**src/rtl/uart_pkg.sv**
```systemverilog
// Shared UART types: parity mode encodings, parity engine state enum and helpers.
package uart_pkg;

    typedef enum logic [1:0] {
        PAR_NONE00 = 2'b00,
        PAR_ODD    = 2'b01,
        PAR_EVEN   = 2'b10,
        PAR_NONE11 = 2'b11
    } par_type_t;

    typedef enum logic [1:0] {
        ST_IDLE     = 2'd0,
        ST_ACCUM    = 2'd1,
        ST_WAIT_PAR = 2'd2
    } par_state_t;

    function automatic logic par_is_none(input par_type_t t);
        return (t == PAR_NONE00) || (t == PAR_NONE11);
    endfunction

    // x is the XOR of all data bits; "none" frames drive a constant 1 (idle line level)
    function automatic logic par_gen(input par_type_t t, input logic x);
        case (t)
            PAR_ODD:  return ~x;
            PAR_EVEN: return x;
            default:  return 1'b1;
        endcase
    endfunction

endpackage

```
**src/rtl/parity_serial_engine_if.sv**
```systemverilog
// Bit-stream / result bus between a UART shifter (master) and the parity engine (slave).
// Error counter signals exist only when PARITY_ERR_CNT_EN is defined.
interface parity_serial_engine_if
`ifdef PARITY_ERR_CNT_EN
    #(parameter int CNT_WIDTH = 8)
`endif
    ;
    logic [1:0] parity_type;
    logic       start;
    logic       bit_valid;
    logic       bit_in;
    logic       par_valid;
    logic       par_in;
    logic       parity_bit;
    logic       gen_done;
    logic       chk_done;
    logic       par_err;
    logic       busy;
`ifdef PARITY_ERR_CNT_EN
    logic                 err_clr;
    logic [CNT_WIDTH-1:0] err_count;
`endif

    modport master (
        output parity_type, start, bit_valid, bit_in, par_valid, par_in,
`ifdef PARITY_ERR_CNT_EN
        output err_clr,
        input  err_count,
`endif
        input  parity_bit, gen_done, chk_done, par_err, busy
    );

    modport slave (
        input  parity_type, start, bit_valid, bit_in, par_valid, par_in,
`ifdef PARITY_ERR_CNT_EN
        input  err_clr,
        output err_count,
`endif
        output parity_bit, gen_done, chk_done, par_err, busy
    );

endinterface

```
**src/rtl/parity_err_cnt.sv**
```systemverilog
// Saturating parity error counter; a clear coincident with an error leaves the count at one.
module parity_err_cnt #(
    parameter int CNT_WIDTH = 8
) (
    input  logic                 clk,
    input  logic                 reset_n,
    input  logic                 inc,
    input  logic                 clr,
    output logic [CNT_WIDTH-1:0] count
);

    logic [CNT_WIDTH-1:0] count_q;

    always_ff @(posedge clk) begin
        if (!reset_n) begin
            count_q <= '0;
        end else if (clr) begin
            count_q <= inc ? CNT_WIDTH'(1) : '0;
        end else if (inc && (count_q != '1)) begin
            count_q <= count_q + CNT_WIDTH'(1);
        end
    end

    assign count = count_q;

endmodule

```
**src/rtl/parity_serial_engine.sv**
```systemverilog
// Serial parity generator/checker, one per UART direction.
// Optional saturating error counter enabled by defining PARITY_ERR_CNT_EN.
//
// state       | meaning
// ST_IDLE     | no frame in progress, parity_bit holds last result
// ST_ACCUM    | folding data bits into acc until DATA_WIDTH bits seen
// ST_WAIT_PAR | parity generated, waiting for received parity bit
module parity_serial_engine
    import uart_pkg::*;
#(
    parameter int DATA_WIDTH = 8
`ifdef PARITY_ERR_CNT_EN
    ,
    parameter int CNT_WIDTH  = 8
`endif
) (
    input  logic                   clk,
    input  logic                   reset_n,
    parity_serial_engine_if.slave  bus
);

    localparam int             CW       = $clog2(DATA_WIDTH + 1);
    localparam logic [CW-1:0]  LAST_IDX = CW'(DATA_WIDTH - 1);

    par_state_t    state_q, state_nxt;
    par_type_t     mode_q, mode_nxt;
    logic          acc_q, acc_nxt;
    logic [CW-1:0] cnt_q, cnt_nxt;
    logic          parity_q, parity_nxt;
    logic          gen_done_q, gen_done_nxt;
    logic          chk_done_q, chk_done_nxt;
    logic          par_err_q, par_err_nxt;

    always_ff @(posedge clk) begin
        if (!reset_n) begin
            state_q    <= ST_IDLE;
            mode_q     <= PAR_NONE00;
            acc_q      <= 1'b0;
            cnt_q      <= '0;
            parity_q   <= 1'b1;
            gen_done_q <= 1'b0;
            chk_done_q <= 1'b0;
            par_err_q  <= 1'b0;
        end else begin
            state_q    <= state_nxt;
            mode_q     <= mode_nxt;
            acc_q      <= acc_nxt;
            cnt_q      <= cnt_nxt;
            parity_q   <= parity_nxt;
            gen_done_q <= gen_done_nxt;
            chk_done_q <= chk_done_nxt;
            par_err_q  <= par_err_nxt;
        end
    end

    // start outranks everything, including a data or parity bit in the same cycle
    always_comb begin
        state_nxt    = state_q;
        mode_nxt     = mode_q;
        acc_nxt      = acc_q;
        cnt_nxt      = cnt_q;
        parity_nxt   = parity_q;
        gen_done_nxt = 1'b0;
        chk_done_nxt = 1'b0;
        par_err_nxt  = 1'b0;
        if (bus.start) begin
            state_nxt = ST_ACCUM;
            mode_nxt  = par_type_t'(bus.parity_type);
            acc_nxt   = 1'b0;
            cnt_nxt   = '0;
        end else begin
            case (state_q)
                ST_ACCUM: begin
                    if (bus.bit_valid) begin
                        acc_nxt = acc_q ^ bus.bit_in;
                        cnt_nxt = cnt_q + CW'(1);
                        if (cnt_q == LAST_IDX) begin
                            parity_nxt   = par_gen(mode_q, acc_nxt);
                            gen_done_nxt = 1'b1;
                            state_nxt    = par_is_none(mode_q) ? ST_IDLE : ST_WAIT_PAR;
                        end
                    end
                end
                ST_WAIT_PAR: begin
                    if (bus.par_valid) begin
                        chk_done_nxt = 1'b1;
                        par_err_nxt  = (bus.par_in != parity_q);
                        state_nxt    = ST_IDLE;
                    end
                end
                default: ;
            endcase
        end
    end

    assign bus.parity_bit = parity_q;
    assign bus.gen_done   = gen_done_q;
    assign bus.chk_done   = chk_done_q;
    assign bus.par_err    = par_err_q;
    assign bus.busy       = (state_q != ST_IDLE);

`ifdef PARITY_ERR_CNT_EN
    logic [CNT_WIDTH-1:0] err_count;

    parity_err_cnt #(
        .CNT_WIDTH (CNT_WIDTH)
    ) u_err_cnt (
        .clk     (clk),
        .reset_n (reset_n),
        .inc     (par_err_q),
        .clr     (bus.err_clr),
        .count   (err_count)
    );

    assign bus.err_count = err_count;
`endif

endmodule

```
**src/flat_wrapper.sv**
```systemverilog
// flat-port wrapper written by rule: the top's interface ports become plain ports
module parity_serial_engine_flat import uart_pkg::*;
#(
    parameter int DATA_WIDTH = 8

)
  (clk, reset_n, bus_parity_type, bus_start, bus_bit_valid, bus_bit_in, bus_par_valid, bus_par_in, bus_parity_bit, bus_gen_done, bus_chk_done, bus_par_err, bus_busy);
  parity_serial_engine_if bus_i ();
  input  logic clk;
  input  logic reset_n;
  input wire logic [$bits(bus_i.parity_type)-1:0] bus_parity_type;
  input wire logic [$bits(bus_i.start)-1:0] bus_start;
  input wire logic [$bits(bus_i.bit_valid)-1:0] bus_bit_valid;
  input wire logic [$bits(bus_i.bit_in)-1:0] bus_bit_in;
  input wire logic [$bits(bus_i.par_valid)-1:0] bus_par_valid;
  input wire logic [$bits(bus_i.par_in)-1:0] bus_par_in;
  output wire logic [$bits(bus_i.parity_bit)-1:0] bus_parity_bit;
  output wire logic [$bits(bus_i.gen_done)-1:0] bus_gen_done;
  output wire logic [$bits(bus_i.chk_done)-1:0] bus_chk_done;
  output wire logic [$bits(bus_i.par_err)-1:0] bus_par_err;
  output wire logic [$bits(bus_i.busy)-1:0] bus_busy;
  assign bus_i.parity_type = bus_parity_type;
  assign bus_i.start = bus_start;
  assign bus_i.bit_valid = bus_bit_valid;
  assign bus_i.bit_in = bus_bit_in;
  assign bus_i.par_valid = bus_par_valid;
  assign bus_i.par_in = bus_par_in;
  assign bus_parity_bit = bus_i.parity_bit;
  assign bus_gen_done = bus_i.gen_done;
  assign bus_chk_done = bus_i.chk_done;
  assign bus_par_err = bus_i.par_err;
  assign bus_busy = bus_i.busy;
  parity_serial_engine #(.DATA_WIDTH(DATA_WIDTH)) u_core (.clk(clk), .reset_n(reset_n), .bus(bus_i));
endmodule
```
**config.mk**
```make
export PLATFORM = sky130hd
export DESIGN_NAME = parity_serial_engine_flat
export DESIGN_NICKNAME = d
export VERILOG_FILES = /design/src/rtl/uart_pkg.sv /design/src/rtl/parity_serial_engine_if.sv /design/src/rtl/parity_err_cnt.sv /design/src/rtl/parity_serial_engine.sv /design/src/flat_wrapper.sv
export SDC_FILE = /design/constraint.sdc
export NUM_CORES = 1
export LEC_CHECK = 0
export BUFFER_PORTS_ARGS = -buffer_cell sky130_fd_sc_hd__buf_2
export CORE_UTILIZATION = 45
export DETAILED_ROUTE_END_ITERATION = 10
export PLACE_DENSITY = 0.79
export SYNTH_ARGS = -nofsm -noshare
export SYNTH_HDL_FRONTEND = slang
export SYNTH_HIERARCHICAL = 1
export SYNTH_SLANG_ARGS = --single-unit
export TNS_END_PERCENT = 20
```
**constraint.sdc**
```tcl
create_clock -name clk -period 1.4 [get_ports clk]
set_input_delay 0.28 -clock clk [delete_from_list [all_inputs] [get_ports clk]]
set_output_delay 0.28 -clock clk [all_outputs]
set_load 0.01 [all_outputs]
```
== After elaboration in Yosys (flattened, before gate mapping) ==
Cells that the tools add are included.
Cells by class
  eq/ne operators: 13
  mux-type cells: 9
  reduce and logical (&&, ||, !) cells: 13
  add/subtract/negate cells: 1
  bitwise logic cells: 8
Operators with widths (number)
  4-bit AND reduction: 3
  2-bit 2-to-1 mux: 4
  4-bit OR reduction: 2
  1-bit inverter: 7
  2-bit == test (second input constant): 3
  3-bit inequality test (second input constant): 2
  4-bit by 1-bit adder with 4-bit output (second input constant): 1
  2-bit by 1-bit == test with 1-bit output (second input constant): 2
  4-bit by 3-bit == test with 1-bit output (second input constant): 1
  2-bit inequality test (second input constant): 2
  2-bit case mux with 2 select lines: 1
  2-bit nonzero test: 2
  1-bit 2-to-1 mux: 3
  3-bit by 2-bit inequality test with 1-bit output (second input constant): 1
  3-bit nonzero test: 1
  3-bit OR reduction: 1
  2-bit logical NOT: 1
  2-bit by 1-bit inequality test with 1-bit output (second input constant): 1
  1-bit case mux with 2 select lines: 1
  2-bit AND reduction: 1
  2-bit OR reduction: 1
  1-bit logical OR: 1
  1-bit inequality test: 1
  1-bit XOR: 1
Word-level totals
  register bits after elaboration: 13
  logic and storage cells: 53
  output and inout bits: 5
  input bits: 9

== Longest topological paths before layout ==
  word-level depth: 7
  gate-level depth with buffers: 4
  depth with buffers taken out: 4

== Worst setup path after synthesis ==
Ideal clock, no wire load.
  path type: register to register
  start point: reg u_core.cnt_q[0]
  end point: reg u_core.parity_q (netlist: u_core/bus.parity_bit)
  stages on the path, launching flop included: 5
  arrival time: 1.066 ns
  path buffers: 0
  data required time: 1.326 ns
  setup slack: 0.259 ns
  path through: dfxtp_1 ha_1 nand4b_2 o311a_1 a31oi_1
On the way
  longest elaborated chain between the ends: 2
RTL lines
  start, declared: RTL line parity_serial_engine.sv:28  | logic [CW-1:0] cnt_q, cnt_nxt;
  start signal, assigned: RTL line parity_serial_engine.sv:48  | cnt_q <= cnt_nxt;
  4-bit by 3-bit == test with 1-bit output: RTL line parity_serial_engine.sv:77  | if (cnt_q == LAST_IDX) begin
  4-bit AND reduction (no source line)
  end signal, assigned: RTL line parity_serial_engine.sv:49  | parity_q <= parity_nxt;
  end, declared: RTL line parity_serial_engine.sv:29  | logic parity_q, parity_nxt;
No other way between the ends.
A chain may end at the register's enable or synchronous reset.

== Worst setup path after layout ==
  start point: reg u_core.state_q[0]
  end point: out bus_busy
On the way
  longest elaborated chain between the ends: 1
RTL lines
  start, declared: RTL line parity_serial_engine.sv:25  | par_state_t state_q, state_nxt;
  start signal, assigned: RTL line parity_serial_engine.sv:45  | state_q <= state_nxt;
  2-bit nonzero test: RTL line parity_serial_engine.sv:100  | assign bus.busy = (state_q != ST_IDLE);
  end, declared: RTL line flat_wrapper.sv:21  | output wire logic [$bits(bus_i.busy)-1:0] bus_busy;
No other way between the ends.

==> key figures <==
Worst setup path
  • R2r endpoint: u_core/bus.parity_bit
  • CP required: approximately 1.1 ns
  • Worst Setup End Kind: primary output
  • Max FO, Critical Path: 8
  • Cells on worst reg2reg path: 4
  • Critical path origin: u_core/state_q[0]
  • WP data arrival: around 1.1 ns
  • WS Path Type: reg2out
  • Worst R2R Setup Slack: 0.13 ns
  • Crit start category: register
  • R2R Path Start: u_core/cnt_q[0]

Power and ir drop
  • PwrDens: slightly above 900 nW/um2
  • Peak VDD IR: 520 uV
  • Lkg Pwr: 0.353 nW

Route
  • Initial DRC Count: 6
  • Vias per Instance: approximately 5
  • DRT antenna net count: 0
  • DRT Pass-1 Iters: 4
  • Routed WL: 1.08 mm
  • Residual DRC count: 0
  • Vias post-DR: 470
  • Drt wl/cell: around 12 um

Floorplanning
  • Die width: slightly below 40 um
  • Num rows: 12
  • Io pins: 14
  • Core area: approximately 1200 um2
  • Starting density of the core: about half
  • DIE HEIGHT: about 39 um
  • Die ar.: between 1500 and 2000 um2

CTS
  • H-tree depth: 1
  • Worst-Skew Late Latency: roughly 0.27 ns
  • CTS tree: yes
  • Num Clock Sinks: 13
  • TritonCTS buffer count: 3
  • CTS root buf: clkbuf_4
  • Clock buffer depth: 2
  • Clk pin slew, worst setup/hold paths: about 0.070 ns
  • Cts hold-fix bufs: 0

Yosys
  • Netlist cell types: 28
  • Flops & latches, synth: 13
  • Syn Inst Count: 60
  • EDFF count, synth: 0
  • Mean cell area of the mapped netlist: approximately 10 um2
  • Seq/Total Area, Yosys: a little over two fifths
  • Post-synth ARST share: 0%
  • Ys Warns: 6
  • Syn Nets: 72
  • Post-synth top flop: dfxtp_1
  • Cell Area, Synth: a little over 600 um2

Hold path
  • Hold Path Stages: 2
  • Hold endpoint: u_core/state_q[0]
  • Hold Path Class: in2reg
  • Hold Startpoint: reset_n

GRT
  • Vias in the first global route: 433
  • Initial antenna violation count: 0
  • Total grt overflow: 0
  • GR Util All Layers: ~18%
  • Largest net degree at the start of global routing: 10
  • First-pass GRT wire length: about 1.8 mm

STA
  • Tmin final: 1.35 ns
  • Fin. Hold Viols: 0
  • Slew headroom: between 80% and 90%
  • Setup_tns: 0 ns
  • Unrepaired setup endpoints after global routing: no
  • Final Max Tran Viols: 0
  • Clock skew: 0.000447 ns
  • Final worst path period share: between 90% and 100%
  • Worst Tran Pin Value: approximately 0.25 ns
  • Finish-stage setup viols: 0
  • Setup ws final: between 0.05 and 0.06 ns
  • Maximum clock rate: between 700 and 800 MHz

Placed design
  • Area after DPL: just under 700 um2
  • GP Congestion: a little under 0.7
  • Dpl ws: ~0.16 ns
  • Port Buffer Count: 13

Cells and area
  • Area Growth Syn to Fin: 20.2%
  • N_diodes: 0
  • Fin area: roughly 740 um2
  • Share of cells above drive strength 1: roughly 33%
  • Nets: slightly above 90

Status
  • Status: completed

Flow run
  • Max Cap Viol: 0
[metrics by stage]
stage | power (mW) | util (%) | instances | hold slack (ns)
6_report | 0.682 | 62.0 | 92 | 0.265
3_3_place_gp | 0.457 | 58.1 | 86 | 0.472
5_1_grt | 0.716 | 62.0 | 92 | 0.268
2_1_floorplan | 0.433 | - | 60 | 0.397
4_1_cts | 0.688 | 60.4 | 90 | 0.258
3_5_place_dp | 0.460 | 58.1 | 86 | 0.476
[layout make-up]
cell class | instances | area, um2
repair buffers | 16 | 87.6
flip-flops and latches | 13 | 265
multi-input cells | 40 | 320
inverters | 5 | 18.8
fillers | 107 | 450
well taps | 14 | 17.5
clock buffers | 4 | 26.3
[metal layers]
layer	GRT usage, %	wire (um)
met5	0	0
met4	12.9	19
met3	5.20	39
met2	27.1	498
met1	20.9	520
[flip-flops by register name (all words and copies together), names as in the netlist]
name,flops
u_core/cnt_q,4
u_core/mode_q,2
u_core/bus.par_err,1
u_core/bus.chk_done,1
u_core/bus.parity_bit,1
u_core/bus.gen_done,1
u_core/state_q,2
u_core/acc_q,1
[cell families (layout without fill, tap and decap cells)]
logic type	after synthesis	after routing	synth area share, %
flops	13	13	42.5
compound gates	8	8	9.61
xor+xnor	5	5	7.16
fa+ha+maj	3	3	6.14
buf+inv	7	25	5.11
simple gates	20	20	22.9
mux	4	4	6.54
[where the power goes]
part           switching (mW)  total (mW)  internal (mW)
logic                  0.0350      0.0719         0.0370
clock network           0.115       0.226          0.110
registers             0.00810       0.384          0.376
total                   0.158       0.682          0.523
[cell usage after synthesis (2+ instances only)]
library cell  number  area (um2)
dfxtp_1           13         260
inv_1              5        18.8
nand4b_1           2        17.5
nor2b_1            2        12.5
nand2b_1           2        12.5
mux2i_1            4        40.0
xor2_1             4        35.0
nor3_1             2        10.0
nor2_1             4        15.0
o21a_1             2        15.0
ha_1               3        37.5
[worst max path at each step]
stage / cells after the start / end / slack (ns)
5_1_grt: 2 / bus_busy / 0.02
4_1_cts: 2 / bus_busy / 0.01
2_1_floorplan: 4 / u_core/bus.parity_bit / 0.26
3_3_place_gp: 4 / u_core/bus.parity_bit / 0.18
6_report: 2 / bus_busy / 0.05
3_5_place_dp: 4 / u_core/bus.parity_bit / 0.16
[cells in the final DEF (no fill, tap or decap), types with 2 or more instances in the layout]
cell and count:
buf_2 13, dfxtp_1 11, inv_1 5, xor2_1 4, mux2i_1 4, nor2_1 4, clkbuf_4 3, ha_1 3
buf_4 3, nand2b_1 2, nor3_1 2, nand4b_1 2, nor2b_1 2, o21a_1 2
[timing repair]
item / in CTS / in global routing
setup buffers: 0 / 2
endpoints found under the setup margin: 1 / 1
gates resized for setup: 1 / 2
[worst max-delay path, stage by stage, from the launching register on]
cell and delay [ns]:
dfxtp_4 0.37, or2_2 0.29, buf_2 0.14
Power figures use the tool's default switching activity.
